## config.mk

```make
export PLATFORM = sky130hd
export DESIGN_NAME = alu_op_sequencer_flat
export DESIGN_NICKNAME = d
export VERILOG_FILES = /design/src/rtl/alu_seq_pkg.sv /design/src/rtl/alu_op_sequencer_if.sv /design/src/rtl/alu_cond_eval.sv /design/src/rtl/alu_op_sequencer.sv /design/src/flat_wrapper.sv
export SDC_FILE = /design/constraint.sdc
export NUM_CORES = 1
export LEC_CHECK = 0
export CELL_PAD_IN_SITES_DETAIL_PLACEMENT = 0
export CELL_PAD_IN_SITES_GLOBAL_PLACEMENT = 1
export CORE_UTILIZATION = 35
export DETAILED_ROUTE_END_ITERATION = 12
export PLACE_DENSITY_LB_ADDON = 0.1
export SYNTH_ARGS = -nofsm -noshare
export SYNTH_HDL_FRONTEND = slang
export SYNTH_SLANG_ARGS = --single-unit
```

## constraint.sdc

```tcl
create_clock -name CLK -period 6.94 [get_ports CLK]
set_clock_uncertainty 0.2 [all_clocks]
set_input_delay 1.388 -clock CLK [delete_from_list [all_inputs] [get_ports CLK]]
set_output_delay 1.388 -clock CLK [all_outputs]
set_load 0.01 [all_outputs]
```

## src/rtl/alu_seq_pkg.sv

```systemverilog
// Shared types and constants for the ALU command sequencer: FSM states,
// condition codes, FunSel codes and flag bit positions.
package alu_seq_pkg;

  localparam int unsigned DATA_W = 8;
  localparam int unsigned FLAG_W = 4;
  localparam int unsigned OP_W   = 4;
  localparam int unsigned COND_W = 3;

  typedef enum logic [1:0] {
    ST_IDLE    = 2'd0,
    ST_ISSUE   = 2'd1,
    ST_CAPTURE = 2'd2,
    ST_RESP    = 2'd3
  } state_e;

  localparam logic [COND_W-1:0] COND_AL = 3'd0;
  localparam logic [COND_W-1:0] COND_EQ = 3'd1;
  localparam logic [COND_W-1:0] COND_NE = 3'd2;
  localparam logic [COND_W-1:0] COND_CS = 3'd3;
  localparam logic [COND_W-1:0] COND_CC = 3'd4;
  localparam logic [COND_W-1:0] COND_MI = 3'd5;
  localparam logic [COND_W-1:0] COND_PL = 3'd6;
  localparam logic [COND_W-1:0] COND_VS = 3'd7;

  localparam logic [OP_W-1:0] FS_ADD = 4'b0100;
  localparam logic [OP_W-1:0] FS_SUB = 4'b0101;
  localparam logic [OP_W-1:0] FS_CMP = 4'b0110;

  localparam int unsigned FLAG_Z = 3;
  localparam int unsigned FLAG_C = 2;
  localparam int unsigned FLAG_N = 1;
  localparam int unsigned FLAG_O = 0;

endpackage

```

## src/rtl/alu_op_sequencer_if.sv

```systemverilog
// Command and response handshake bundle between a command source (master)
// and the ALU sequencer (slave).
interface alu_op_sequencer_if #(
  parameter int unsigned REG_AW = 2
);
  import alu_seq_pkg::*;

  logic                 cmd_valid;
  logic                 cmd_ready;
  logic                 cmd_load;
  logic [DATA_W-1:0]    cmd_imm;
  logic [OP_W-1:0]      cmd_op;
  logic [REG_AW-1:0]    cmd_srca;
  logic [REG_AW-1:0]    cmd_srcb;
  logic [REG_AW-1:0]    cmd_dst;
  logic [COND_W-1:0]    cmd_cond;
  logic                 rsp_valid;
  logic                 rsp_ready;
  logic [DATA_W-1:0]    rsp_data;
  logic [FLAG_W-1:0]    rsp_flags;
  logic                 rsp_skipped;

  modport master (
    output cmd_valid, cmd_load, cmd_imm, cmd_op, cmd_srca, cmd_srcb, cmd_dst,
           cmd_cond, rsp_ready,
    input  cmd_ready, rsp_valid, rsp_data, rsp_flags, rsp_skipped
  );

  modport slave (
    input  cmd_valid, cmd_load, cmd_imm, cmd_op, cmd_srca, cmd_srcb, cmd_dst,
           cmd_cond, rsp_ready,
    output cmd_ready, rsp_valid, rsp_data, rsp_flags, rsp_skipped
  );

endinterface

```

## src/rtl/alu_cond_eval.sv

```systemverilog
// Condition-code evaluator: decides whether a command executes given the
// shadow flags {Z,C,N,O}.
module alu_cond_eval
  import alu_seq_pkg::*;
(
  input  logic [FLAG_W-1:0] flags,
  input  logic [COND_W-1:0] cond,
  output logic              pass_c
);

  always_comb begin
    pass_c = 1'b1;
    case (cond)
      COND_AL: pass_c = 1'b1;
      COND_EQ: pass_c = flags[FLAG_Z];
      COND_NE: pass_c = !flags[FLAG_Z];
      COND_CS: pass_c = flags[FLAG_C];
      COND_CC: pass_c = !flags[FLAG_C];
      COND_MI: pass_c = flags[FLAG_N];
      COND_PL: pass_c = !flags[FLAG_N];
      COND_VS: pass_c = flags[FLAG_O];
      default: pass_c = 1'b1;
    endcase
  end

endmodule

```

## src/rtl/alu_op_sequencer.sv

```systemverilog
// Issuing master for the 8-bit ALU: register file, one command in flight,
// shadow flags. Define ALU_SEQ_COND_EN to enable conditional execution.
module alu_op_sequencer
  import alu_seq_pkg::*;
#(
  parameter int unsigned     REG_AW      = 2,
  parameter logic [OP_W-1:0] IDLE_FUNSEL = 4'b0000
) (
  input  logic               CLK,
  input  logic               RST,
  alu_op_sequencer_if.slave  bus,
  output logic [DATA_W-1:0]  alu_a,
  output logic [DATA_W-1:0]  alu_b,
  output logic [OP_W-1:0]    alu_funsel,
  input  logic [DATA_W-1:0]  alu_out,
  input  logic [FLAG_W-1:0]  alu_zcno,
  output logic [FLAG_W-1:0]  flags
);

  localparam int unsigned NREG = 32'(1) << REG_AW;

  state_e              state, state_nxt;
  logic [DATA_W-1:0]   regs [NREG];
  logic                cmd_ready_q, rsp_valid_q, rsp_skip_q;
  logic [DATA_W-1:0]   rsp_data_q;
  logic [FLAG_W-1:0]   rsp_flags_q;
  logic [OP_W-1:0]     op_q;
  logic [REG_AW-1:0]   dst_q;
  logic                accept_c, cond_pass_c;

`ifdef ALU_SEQ_COND_EN
  alu_cond_eval u_cond (
    .flags  (flags),
    .cond   (bus.cmd_cond),
    .pass_c (cond_pass_c)
  );
`else
  // Every command executes; the skip path is unreachable and folds to 0.
  logic unused_cond_c;
  assign unused_cond_c = ^bus.cmd_cond;
  assign cond_pass_c   = 1'b1;
`endif

  assign accept_c = (state == ST_IDLE) && bus.cmd_valid;

  always_ff @(posedge CLK or posedge RST) begin
    if (RST) begin
      state       <= ST_IDLE;
      cmd_ready_q <= 1'b1;
      rsp_valid_q <= 1'b0;
    end else begin
      state       <= state_nxt;
      cmd_ready_q <= (state_nxt == ST_IDLE);
      rsp_valid_q <= (state_nxt == ST_RESP);
    end
  end

  always_comb begin
    state_nxt = state;
    case (state)
      ST_IDLE: begin
        if (accept_c) begin
          if (bus.cmd_load || !cond_pass_c) state_nxt = ST_RESP;
          else                              state_nxt = ST_ISSUE;
        end
      end
      ST_ISSUE:   state_nxt = ST_CAPTURE;
      ST_CAPTURE: state_nxt = ST_RESP;
      ST_RESP:    if (bus.rsp_ready) state_nxt = ST_IDLE;
      default:    state_nxt = ST_IDLE;
    endcase
  end

  // Datapath: operand issue, result capture, register write-back.
  always_ff @(posedge CLK or posedge RST) begin
    if (RST) begin
      for (int i = 0; i < int'(NREG); i++) regs[i] <= '0;
      alu_a       <= '0;
      alu_b       <= '0;
      alu_funsel  <= IDLE_FUNSEL;
      flags       <= '0;
      rsp_data_q  <= '0;
      rsp_flags_q <= '0;
      rsp_skip_q  <= 1'b0;
      op_q        <= '0;
      dst_q       <= '0;
    end else begin
      case (state)
        ST_IDLE: begin
          if (accept_c) begin
            rsp_flags_q <= flags;
            if (bus.cmd_load) begin
              regs[bus.cmd_dst] <= bus.cmd_imm;
              rsp_data_q        <= bus.cmd_imm;
              rsp_skip_q        <= 1'b0;
            end else if (!cond_pass_c) begin
              rsp_data_q <= '0;
              rsp_skip_q <= 1'b1;
            end else begin
              alu_a      <= regs[bus.cmd_srca];
              alu_b      <= regs[bus.cmd_srcb];
              alu_funsel <= bus.cmd_op;
              op_q       <= bus.cmd_op;
              dst_q      <= bus.cmd_dst;
              rsp_skip_q <= 1'b0;
            end
          end
        end
        ST_ISSUE: alu_funsel <= IDLE_FUNSEL;
        ST_CAPTURE: begin
          rsp_data_q  <= alu_out;
          rsp_flags_q <= alu_zcno;
          flags       <= alu_zcno;
          if (op_q != FS_CMP) regs[dst_q] <= alu_out;
        end
        default: ;
      endcase
    end
  end

  assign bus.cmd_ready   = cmd_ready_q;
  assign bus.rsp_valid   = rsp_valid_q;
  assign bus.rsp_data    = rsp_data_q;
  assign bus.rsp_flags   = rsp_flags_q;
  assign bus.rsp_skipped = rsp_skip_q;

endmodule

```

## src/flat_wrapper.sv

```systemverilog
// flat-port wrapper written by rule: the top's interface ports become plain ports
module alu_op_sequencer_flat import alu_seq_pkg::*;
#(
  parameter int unsigned     REG_AW      = 2,
  parameter logic [OP_W-1:0] IDLE_FUNSEL = 4'b0000
)
  (CLK, RST, alu_a, alu_b, alu_funsel, alu_out, alu_zcno, flags, bus_cmd_valid, bus_cmd_load, bus_cmd_imm, bus_cmd_op, bus_cmd_srca, bus_cmd_srcb, bus_cmd_dst, bus_cmd_cond, bus_rsp_ready, bus_cmd_ready, bus_rsp_valid, bus_rsp_data, bus_rsp_flags, bus_rsp_skipped);
  alu_op_sequencer_if #(.REG_AW(REG_AW)) bus_i ();
  input  logic CLK;
  input  logic RST;
  output logic [DATA_W-1:0] alu_a;
  output logic [DATA_W-1:0] alu_b;
  output logic [OP_W-1:0] alu_funsel;
  input  logic [DATA_W-1:0] alu_out;
  input  logic [FLAG_W-1:0] alu_zcno;
  output logic [FLAG_W-1:0] flags;
  input wire logic [$bits(bus_i.cmd_valid)-1:0] bus_cmd_valid;
  input wire logic [$bits(bus_i.cmd_load)-1:0] bus_cmd_load;
  input wire logic [$bits(bus_i.cmd_imm)-1:0] bus_cmd_imm;
  input wire logic [$bits(bus_i.cmd_op)-1:0] bus_cmd_op;
  input wire logic [$bits(bus_i.cmd_srca)-1:0] bus_cmd_srca;
  input wire logic [$bits(bus_i.cmd_srcb)-1:0] bus_cmd_srcb;
  input wire logic [$bits(bus_i.cmd_dst)-1:0] bus_cmd_dst;
  input wire logic [$bits(bus_i.cmd_cond)-1:0] bus_cmd_cond;
  input wire logic [$bits(bus_i.rsp_ready)-1:0] bus_rsp_ready;
  output wire logic [$bits(bus_i.cmd_ready)-1:0] bus_cmd_ready;
  output wire logic [$bits(bus_i.rsp_valid)-1:0] bus_rsp_valid;
  output wire logic [$bits(bus_i.rsp_data)-1:0] bus_rsp_data;
  output wire logic [$bits(bus_i.rsp_flags)-1:0] bus_rsp_flags;
  output wire logic [$bits(bus_i.rsp_skipped)-1:0] bus_rsp_skipped;
  assign bus_i.cmd_valid = bus_cmd_valid;
  assign bus_i.cmd_load = bus_cmd_load;
  assign bus_i.cmd_imm = bus_cmd_imm;
  assign bus_i.cmd_op = bus_cmd_op;
  assign bus_i.cmd_srca = bus_cmd_srca;
  assign bus_i.cmd_srcb = bus_cmd_srcb;
  assign bus_i.cmd_dst = bus_cmd_dst;
  assign bus_i.cmd_cond = bus_cmd_cond;
  assign bus_i.rsp_ready = bus_rsp_ready;
  assign bus_cmd_ready = bus_i.cmd_ready;
  assign bus_rsp_valid = bus_i.rsp_valid;
  assign bus_rsp_data = bus_i.rsp_data;
  assign bus_rsp_flags = bus_i.rsp_flags;
  assign bus_rsp_skipped = bus_i.rsp_skipped;
  alu_op_sequencer #(.REG_AW(REG_AW), .IDLE_FUNSEL(IDLE_FUNSEL)) u_core (.CLK(CLK), .RST(RST), .bus(bus_i), .alu_a(alu_a), .alu_b(alu_b), .alu_funsel(alu_funsel), .alu_out(alu_out), .alu_zcno(alu_zcno), .flags(flags));
endmodule
```

* After elaboration in Yosys (flattened, before gate mapping)
Index checks and enable logic that the tools add are counted.
** Word-level totals
- Bits in registers :: 78
- Input bits :: 38
- Output and inout port bits :: 39
** Operators by class
- Magnitude comparators :: 6
- Eq/ne operators :: 9
- Mux-type cells :: 28
- Bitwise logic cells :: 5
- Reduce and logical (&&, ||, !) cells :: 12
** Operators with widths (count)
- $mux 32 :: 3
- $bwmux 32 :: 2
- $mux 8 :: 8
- $pmux 32 s2 :: 1
- $bmux 8 s2 :: 2
- $demux 8 s2 :: 2
- $pmux 4 s2 :: 2
- $pmux 8 s2 :: 1
- $ge 3x3->1 const B :: 4
- $mux 4 :: 3
- $not 2->3 :: 4
- $reduce_and 3->1 :: 3
- $pmux 2 s4 :: 1
- $eq 2x2->1 const B :: 3
- $lt 3x1->1 const B :: 2
- $mux 2 :: 3
- $logic_not 2->1 :: 2
- $ne 2x1->1 const B :: 2
- $ne 2x2->1 const B :: 2
- $ne 4x3->1 const B :: 1
- $reduce_and 4->1 :: 1
- $reduce_bool 2->1 :: 2
- $logic_and 1x1->1 :: 3
- $eq 2x1->1 const B :: 1
- other kinds (2) :: 2

* Depth between registers and ports, before layout
Gate-level depths: netlist (run 1).
- Depth in word-level cells :: 9
- Depth in mapped cells :: 7
- Depth with buffers taken out :: 4

* Least setup slack after synthesis (run 1)
OpenSTA, ideal clock, no wires.
- Kind :: input to register
- Start point :: input bus_cmd_srcb[1]
- End point :: register u_core.alu_b[0]
- Setup time :: 0.125 ns
- Data arrival time :: 2.543 ns
- Data required time :: 6.615 ns
- Slack :: 4.072 ns
- Stages on the path :: 3
- Buffers on the path :: 1
- Cell sequence :: clkbuf_1 -> mux4_2 -> mux2_2
** On the way
- Word-level cells in the longest chain between the ends :: 4
** Ends and longest elaborated chain
- start: declaration :: RTL line flat_wrapper.sv:22 : input wire logic [$bits(bus_i.cmd_srcb)-1:0] bus_cmd_srcb;
- $not 2->3 (implied by the code) :: RTL line alu_op_sequencer.sv:101 : alu_b <= regs[bus.cmd_srcb];
- $bmux 8 s2 :: RTL line alu_op_sequencer.sv:101
- $mux 8 (implied by the code) (2 in series) :: RTL line alu_op_sequencer.sv:101
- end signal: assignment :: RTL line alu_op_sequencer.sv:101
- end: declaration :: RTL line alu_op_sequencer.sv:13 : output logic [DATA_W-1:0] alu_b,
No other way between the ends. The select of a mux whose other input is x is not followed.
A chain may end at the register's enable or synchronous reset.

* Worst setup path in the final report (run 1)
- Start point :: input bus_cmd_valid
- End point :: register u_core.regs[26] in the netlist's numbering
** On the way
- Word-level cells in the longest chain between the ends :: 3
** Ends and longest elaborated chain
- start: declaration :: RTL line flat_wrapper.sv:17 : input wire logic [$bits(bus_i.cmd_valid)-1:0] bus_cmd_valid;
- $logic_and 1x1->1 :: RTL line alu_op_sequencer.sv:44 : assign accept_c = (state == ST_IDLE) && bus.cmd_valid;
- $ne 2x1->1 (no line)
- $reduce_and 4->1 (no line)
- end signal: indexed assignment :: RTL line alu_op_sequencer.sv:93 : regs[bus.cmd_dst] <= bus.cmd_imm;
- end signal: indexed assignment :: RTL line alu_op_sequencer.sv:114 : if (op_q != FS_CMP) regs[dst_q] <= alu_out;
- end: declaration :: RTL line alu_op_sequencer.sv:23 : logic [DATA_W-1:0] regs [NREG];
No other way between the ends.

==> impl_summary.log, run 1 <==
INFO  metric run_status = finished, final reports clean
INFO  metric pre_cts_ws = 3294 ps
INFO  metric core_area = between 10000 and 15000 um^2
INFO  metric final_antenna_net_count = 0
INFO  metric timing.critical_path.arrival = roughly 3300 ps
INFO  metric vias = between 2000 and 3000
INFO  metric layout-drive-gt1-share = between 20% and 30%
INFO  metric power.ir.vdd_worst = around 0.17 mV
INFO  metric die_area = roughly 12000 um^2
INFO  metric final_hold_viol_count = 0
INFO  metric power.static_leakage = ~2.1 nW
INFO  metric first_pass_iters = 4
INFO  metric cap_viol_max_count = 0
INFO  metric die_y = around 110 um
INFO  metric internal_power = 1.234 mW
INFO  metric drt_drc_violations_left = 0
INFO  metric global_route_wire_length_before_repair = approximately 16 mm
INFO  metric finalInstanceArea = 4938 um^2
INFO  metric p_total = ~1.9 mW
INFO  metric slew_headroom = between 30% and 40%
INFO  metric timing.critical_path.required = 6980 ps
INFO  metric final_layout_setup_total_negative_slack = 0 ps
INFO  metric net-switching-power = ~0.68 mW
INFO  metric final.min_clock_period = 3250 ps
INFO  metric gr-total-overflow = 0
INFO  metric antenna_found_initial = 0
INFO  metric number_of_global_route_vias_before_repair = 2761
INFO  metric start_util = 35.90%
INFO  metric setup_repair_after_global_routing_missed_its_margin = no
INFO  metric n_fill_cell = 1031
INFO  metric numCtsBuffers = 9
INFO  metric yosysUniqueCellTypes = 36
INFO  metric ctsHoldBuffers = 0
INFO  metric critical_path_peak_fanout = 8
INFO  metric hold_slack = about 280 ps
INFO  metric die_x = 107.4 um
INFO  metric worst_hold_path_type = reg2reg
INFO  metric total_length_of_routed_met2_wires = 4.457 mm
INFO  metric worstSetupPathType = in2reg
INFO  metric power_per_cell_area = 386.6 nW/um^2
INFO  metric numPortBuffers = a little over 70
INFO  metric top_routing_layer_used = met4
INFO  metric setup.worst_path.end_class = flop
INFO  metric place.gp.congestion = roughly 0.71
INFO  metric globalRouteTotalUtil = between 10% and 20%
INFO  metric tightest_slew = ~1000 ps
INFO  metric max_clock_freq = approximately 0.3 GHz
INFO  metric syn_inst = about 300
INFO  metric postPlaceCellArea = approximately 4700 um^2
INFO  metric worst_case_reg_to_reg_path_depth = 4
INFO  metric diodes = 0
INFO  metric hpwl = 6.425 mm
INFO  metric finalCoreUtilization = between 40% and 50%
INFO  metric clk_transition_reported_paths = about 80 ps
INFO  metric cts_max_level = 3
INFO  metric startpoint_class_of_the_critical_path = input port
INFO  metric post_synthesis_average_cell_area = 13.10 um^2
INFO  metric final.period_utilization = a little under half
INFO  metric grt_max_degree = just under 80
INFO  metric synth_sequential_area_ratio = roughly 50%
INFO  metric finalNetCount = 401
INFO  metric layout.cells.non_filler = slightly above 500
INFO  metric syn_area = 3891 um^2
INFO  metric clock_sinks = 78
INFO  metric combinationalPowerShare = around 41%
INFO  metric drt-vias-per-instance = about 5.4
INFO  metric tritoncts_clock_tree = built
INFO  metric clk_root_buffer_cell = clkbuf_8
INFO  metric setup-violations-final = 0
INFO  metric synth.ff_latch_count = 78
INFO  metric clock_tree.buffer_depth = 2
INFO  metric insertion_delay = roughly 360 ps
INFO  metric seq_power_share = between 30 and 40%
INFO  metric wirelength = around 10 mm
INFO  metric cts_setup_buffers = 0
INFO  metric dr_wl_met3 = just over 600 um
INFO  metric place_inst = between 400 and 500
INFO  metric final-max-slew-violation-count = 0
INFO  metric first_iteration_detailed_routing_drc_count = about 120
INFO  metric met1Wirelength = about 5 mm
INFO  metric floorplan.io_pins = just under 80
INFO  metric cell_row_count = 38
INFO  metric whs_path_depth = 1
INFO  metric cts_repair_resize_count = 0
INFO  metric synth_nets = between 300 and 400
INFO  metric switching_share = between 30% and 40%
INFO  metric synthToLayoutAreaGrowth = 26.91%
INFO  metric synthesis_warning_total = 0
INFO  metric pwr-share-clk = just over 20%
INFO  metric layout_setup_ws = about 3700 ps
INFO  metric routed_wire_length_per_instance = between 15 and 20 um
[sequential cells by signal, summed over array words and instances (netlist names)]
register	cells
u_core.bus.rsp_valid	1
u_core.alu_a	8
u_core.flags	4
u_core.state	2
u_core.bus.rsp_flags	4
u_core.bus.cmd_ready	1
u_core.alu_funsel	4
u_core.op_q	4
u_core.regs	32
u_core.bus.rsp_data	8
u_core.alu_b	8
u_core.dst_q	2
[placed cells by master (no fill, tap or decap), types with 3 or more instances in the layout]
cell type / n
a22o_1: 4
dfrtp_1: 77
nand2_1: 37
o2bb2ai_1: 24
mux2_2: 53
a22oi_1: 4
clkdlybuf4s50_1: 72
a21oi_1: 9
a21o_1: 8
mux4_2: 16
nand2b_1: 4
a32o_1: 8
nor2_1: 4
o21ai_2: 3
o21ai_0: 5
nor3b_4: 3
buf_4: 3
clkbuf_8: 10
[final timing paths]
path | endpoint | slack (ps) | start
min in group asynchronous | u_core.alu_funsel[3] | 1460 | RST
setup reg to reg | u_core.regs[1] | 3870 | u_core.state[1]
hold / removal | u_core.bus.rsp_data[1] | 280 | u_core.bus.rsp_data[1]
max in group asynchronous | u_core.regs[17] | 4420 | RST
hold reg to reg | u_core.bus.rsp_data[1] | 280 | u_core.bus.rsp_data[1]
setup / recovery | u_core.regs[26] | 3690 | bus_cmd_valid
[final cells by class]
type,instances,area (um^2),area share (%)
flip-flops and latches,78,1953,39.55
multi-input cells,198,1841,37.27
repair buffers,75,743.2,15.05
well taps,140,175.2,3.547
clock buffers,10,137.6,2.787
clock inverters,6,85.08,1.723
inverters,1,3.754,0.07601
[layer usage]
layer,GRT usage (%),up-vias
li1,-,1251
met1,28.17,1377
met2,27.42,90
met3,3.995,12
met4,6.751,0
met5,0,-
[critical path, stage by stage]
cell	delay, ps
clkdlybuf4s50_1	550
a21oi_1	110
a211oi_2	540
o21ai_2	340
mux2_2	350
[synthesized netlist by cell type (all sizes together)]
library cell	instances	share of area [%]
dfrtp	77	50
mux2	54	16
nand2	37	3.6
o2bb2ai	24	5.4
mux4	16	9.3
buf	12	1.9
a21oi	9	1.2
o21ai	9	1.7
a21o	8	1.5
a32o	8	2.1
clkbuf	8	0.77
a22o	4	0.90
a22oi	4	0.77
nand2b	4	0.64
nor2	4	0.39
nor2b	3	0.48
nor3b	3	1.3
nor3	2	0.55
o21bai	2	0.39
a211oi	1	0.32
and3	1	0.16
conb	1	0.096
dfstp	1	0.68
inv	1	0.096
nand3	1	0.13
nor4bb	1	0.26
o31ai	1	0.19
or2	1	0.16
[power by group through the flow]
stage | sequential, mW | combinational (mW) | clock, mW
global placement | 0.749 | 0.776 | 0
floorplan | 0.749 | 0.466 | 0
CTS | 0.747 | 0.785 | 0.402
finish | 0.745 | 0.775 | 0.390
detailed placement | 0.754 | 0.781 | 0
global route | 0.772 | 0.846 | 0.419
[cell families after synthesis]
family / share of synthesized area, %
AO/OA/AOI/OAI: 14.47
AND/OR/NAND/NOR: 7.620
other: 0.09637
flip-flops: 50.19
buffers and inverters: 2.733
multiplexers: 24.89
(Power assumes the default switching activity.)
==> run 2, diff against run 1 <==
==> constraint.sdc (replaced) <==
create_clock -name CLK -period 2.62 [get_ports CLK]
set_clock_uncertainty 0.2 [all_clocks]
set_input_delay 0.524 -clock CLK [delete_from_list [all_inputs] [get_ports CLK]]
set_output_delay 0.524 -clock CLK [all_outputs]
set_load 0.01 [all_outputs]
==> impl_summary.log, run 2 (synthesis results as in run 1) <==
INFO  metric run_status = finished, final reports clean
INFO  metric die_x = 107.4 um (unchanged)
INFO  metric flip_flop_count_of_the_largest_register_after_layout = 32 (unchanged)
INFO  metric routed_wire_length_per_instance = 19.36 um (-2.5%)
INFO  metric final.period_utilization = approximately 86%
INFO  metric timing.critical_path.to = u_core.regs[22]
INFO  metric numCtsBuffers = 9 (unchanged)
INFO  metric ctsHoldBuffers = 0 (unchanged)
INFO  metric seq_power_share = 38.7% (-0.3 points)
INFO  metric final.min_clock_period = between 2000 and 2500 ps
INFO  metric clk_transition_reported_paths = 70 ps (about the same)
INFO  metric place.gp.congestion = 0.7488 (+5.4%)
INFO  metric mostFrequentLayoutCells = dfrtp_1 (77), clkdlybuf4s50_1 (72), mux2_2 (53), nand2_1 (37), o2bb2ai_1 (24)
INFO  metric final_hold_viol_count = 0 (unchanged)
INFO  metric finalNetCount = 424 (+5.7%)
INFO  metric start_util = 35.90% (unchanged)
INFO  metric drt_drc_violations_left = 0 (unchanged)
INFO  metric grt_max_degree = 79 (unchanged)
INFO  metric gr-total-overflow = 0 (unchanged)
INFO  metric setup_repair_after_global_routing_missed_its_margin = no
INFO  metric diodes = 0 (unchanged)
INFO  metric first_iteration_detailed_routing_drc_count = 72 (-39%)
INFO  metric final_layout_setup_total_negative_slack = 0 ps (unchanged)
INFO  metric place_inst = 515 (+4.7%)
INFO  metric die_area = 11540 um^2 (unchanged)
INFO  metric layout.cells.most_common = dfrtp_1
INFO  metric critical_path_depth = 5 (unchanged)
INFO  metric die_y = 107.4 um (unchanged)
INFO  metric cts_max_level = 3 (unchanged)
INFO  metric crit_buf_inv = 2 (+1)
INFO  metric first_pass_iters = 4 (unchanged)
INFO  metric cell_row_count = 38 (unchanged)
INFO  metric drt-vias-per-instance = 5.302 (-1.3%)
INFO  metric power.static_leakage = 2.229 nW (+4.4%)
INFO  metric pwr-share-clk = 16.2% (-4.2 points)
INFO  metric postPlaceCellArea = 4930 um^2 (+4.5%)
INFO  metric setup-violations-final = 0 (unchanged)
INFO  metric global_route_wire_length_before_repair = 16.12 mm (+0.30%)
INFO  metric timing.critical_path.max_delay_family = buffers and inverters
INFO  metric numPortBuffers = 72 (unchanged)
INFO  metric net-switching-power = 1.802 mW (+170%)
INFO  metric layout-drive-gt1-share = 30.77% (+3.3 points)
INFO  metric internal_power = 3.275 mW (+170%)
INFO  metric cap_viol_max_count = 0 (unchanged)
INFO  metric antenna_found_initial = 0 (unchanged)
INFO  metric clock_tree.buffer_depth = 2 (unchanged)
INFO  metric switching_share = 35.49% (+0.11 points)
INFO  metric regMostFlops = u_core.regs
INFO  metric core_area = 10840 um^2 (unchanged)
INFO  metric worstSetupStartpoint = bus_cmd_dst[0]
INFO  metric clk_root_buffer_cell = clkbuf_8
INFO  metric r2r_slack = 500 ps (-3370 ps)
INFO  metric clock_sinks = 78 (unchanged)
INFO  metric max_clock_freq = between 0.4 and 0.5 GHz
INFO  metric hpwl = 7.041 mm (+9.6%)
INFO  metric tritoncts_clock_tree = built
INFO  metric finalInstanceArea = 5097 um^2 (+3.2%)
INFO  metric slew_headroom = 63.31% (+32 points)
INFO  metric power.ir.vdd_worst = 0.4793 mV (+190%)
INFO  metric timing.critical_path.required = 2660 ps (-4320 ps)
INFO  metric combinationalPowerShare = 45.1% (+4.5 points)
INFO  metric path_cells = clkdlybuf4s50_1, nor3b_4, o21ai_2, buf_4, mux2_2
INFO  metric wirelength = 10.26 mm (+1.7%)
INFO  metric crit-reg2reg-capture = u_core.regs[2]
INFO  metric floorplan.io_pins = 77 (unchanged)
INFO  metric cts_setup_buffers = 0 (unchanged)
INFO  metric layout.cells.non_filler = 530 (+4.3%)
INFO  metric critical_path_peak_fanout = 9 (+1)
INFO  metric vias = 2810 (+2.9%)
INFO  metric power_per_cell_area = 995.9 nW/um^2 (+160%)
INFO  metric tightest_slew = 549.8 ps (-476.0 ps)
INFO  metric reg2reg_launch_point = u_core.state[1]
INFO  metric timing.critical_path.arrival = 2290 ps (-1000 ps)
INFO  metric timing.critical_path.slowest_cell_delay = 640 ps (+90 ps)
INFO  metric p_total = 5.076 mW (+170%)
INFO  metric startpoint_class_of_the_critical_path = input port
INFO  metric worst_case_reg_to_reg_path_depth = 4 (unchanged)
INFO  metric globalRouteTotalUtil = 19.30% (+0.23 points)
INFO  metric final_antenna_net_count = 0 (unchanged)
INFO  metric setup.worst_path.end_class = flop
INFO  metric insertion_delay = 360 ps (about the same)
INFO  metric whs_path_depth = 1 (unchanged)
INFO  metric final-max-slew-violation-count = 0 (unchanged)
INFO  metric critical_path.slowest_cell = clkdlybuf4s50_1
INFO  metric synthToLayoutAreaGrowth = 31.00%
INFO  metric number_of_global_route_vias_before_repair = 2856 (+3.4%)
INFO  metric worstSetupPathType = in2reg
INFO  metric cts_repair_resize_count = 0 (unchanged)
INFO  metric worst_hold_path_type = reg2reg
[run 2: cell types whose count changed in the layout (fill, tap and decap cells not counted)]
cell	previous run	this run
buf_4	3	23
buf_12	0	3
clkbuf_1	0	3
bufinv_16	2	0
clkbuf_8	10	11
clkinv_2	2	1
clkinvlp_4	2	1
inv_2	1	0
[run 2: worst min-delay path by stage]
stage	startpoint	endpoint	slack [ps]
floorplan	u_core.op_q[2]	u_core.op_q[2]	270
global placement	u_core.bus.rsp_data[6]	u_core.bus.rsp_data[6]	260
detailed placement	u_core.bus.rsp_data[1]	u_core.bus.rsp_data[1]	270
CTS	u_core.bus.rsp_data[2]	u_core.bus.rsp_data[2]	290
global route	u_core.bus.rsp_data[2]	u_core.bus.rsp_data[2]	310
finish	u_core.bus.rsp_data[2]	u_core.bus.rsp_data[2]	290
[run 2: per-stage QoR]
stage          setup slack, ps  hold slack, ps  utilization [%]
6_report                 375.5           286.6            47.02
5_1_grt                  302.0           307.2            47.02
4_1_cts                  411.4           291.9            47.02
3_5_place_dp             18.15           269.2            45.48
3_3_place_gp             35.15           262.1            45.48
2_1_floorplan            616.1           271.5                -
[run 2: power groups by stage]
stage | Clock (mW) | Sequential, mW | Combinational, mW
2_1_floorplan | 0 | 1.98 | 1.23
3_3_place_gp | 0 | 1.98 | 2.29
3_5_place_dp | 0 | 1.99 | 2.30
4_1_cts | 0.854 | 1.97 | 2.31
5_1_grt | 0.894 | 2.03 | 2.48
6_report | 0.821 | 1.96 | 2.29
[run 2: layout make-up]
cell class | instances | area, um^2
clock inverter | 1 | 5.005
timing repair buffer | 98 | 953.4
sequential | 78 | 1953
tap | 140 | 175.2
multi-input combinational | 198 | 1841
clock buffer | 14 | 162.7
inverter | 1 | 7.507
fill | 1047 | 5743
[run 2: metal layers]
layer	global-route usage, %	vias up	part of all wire [%]
li1	-	1292	-
met4	7.926	0	1.7
met3	4.722	10	6.5
met2	28.53	89	45
met1	26.99	1419	47
met5	0	-	0
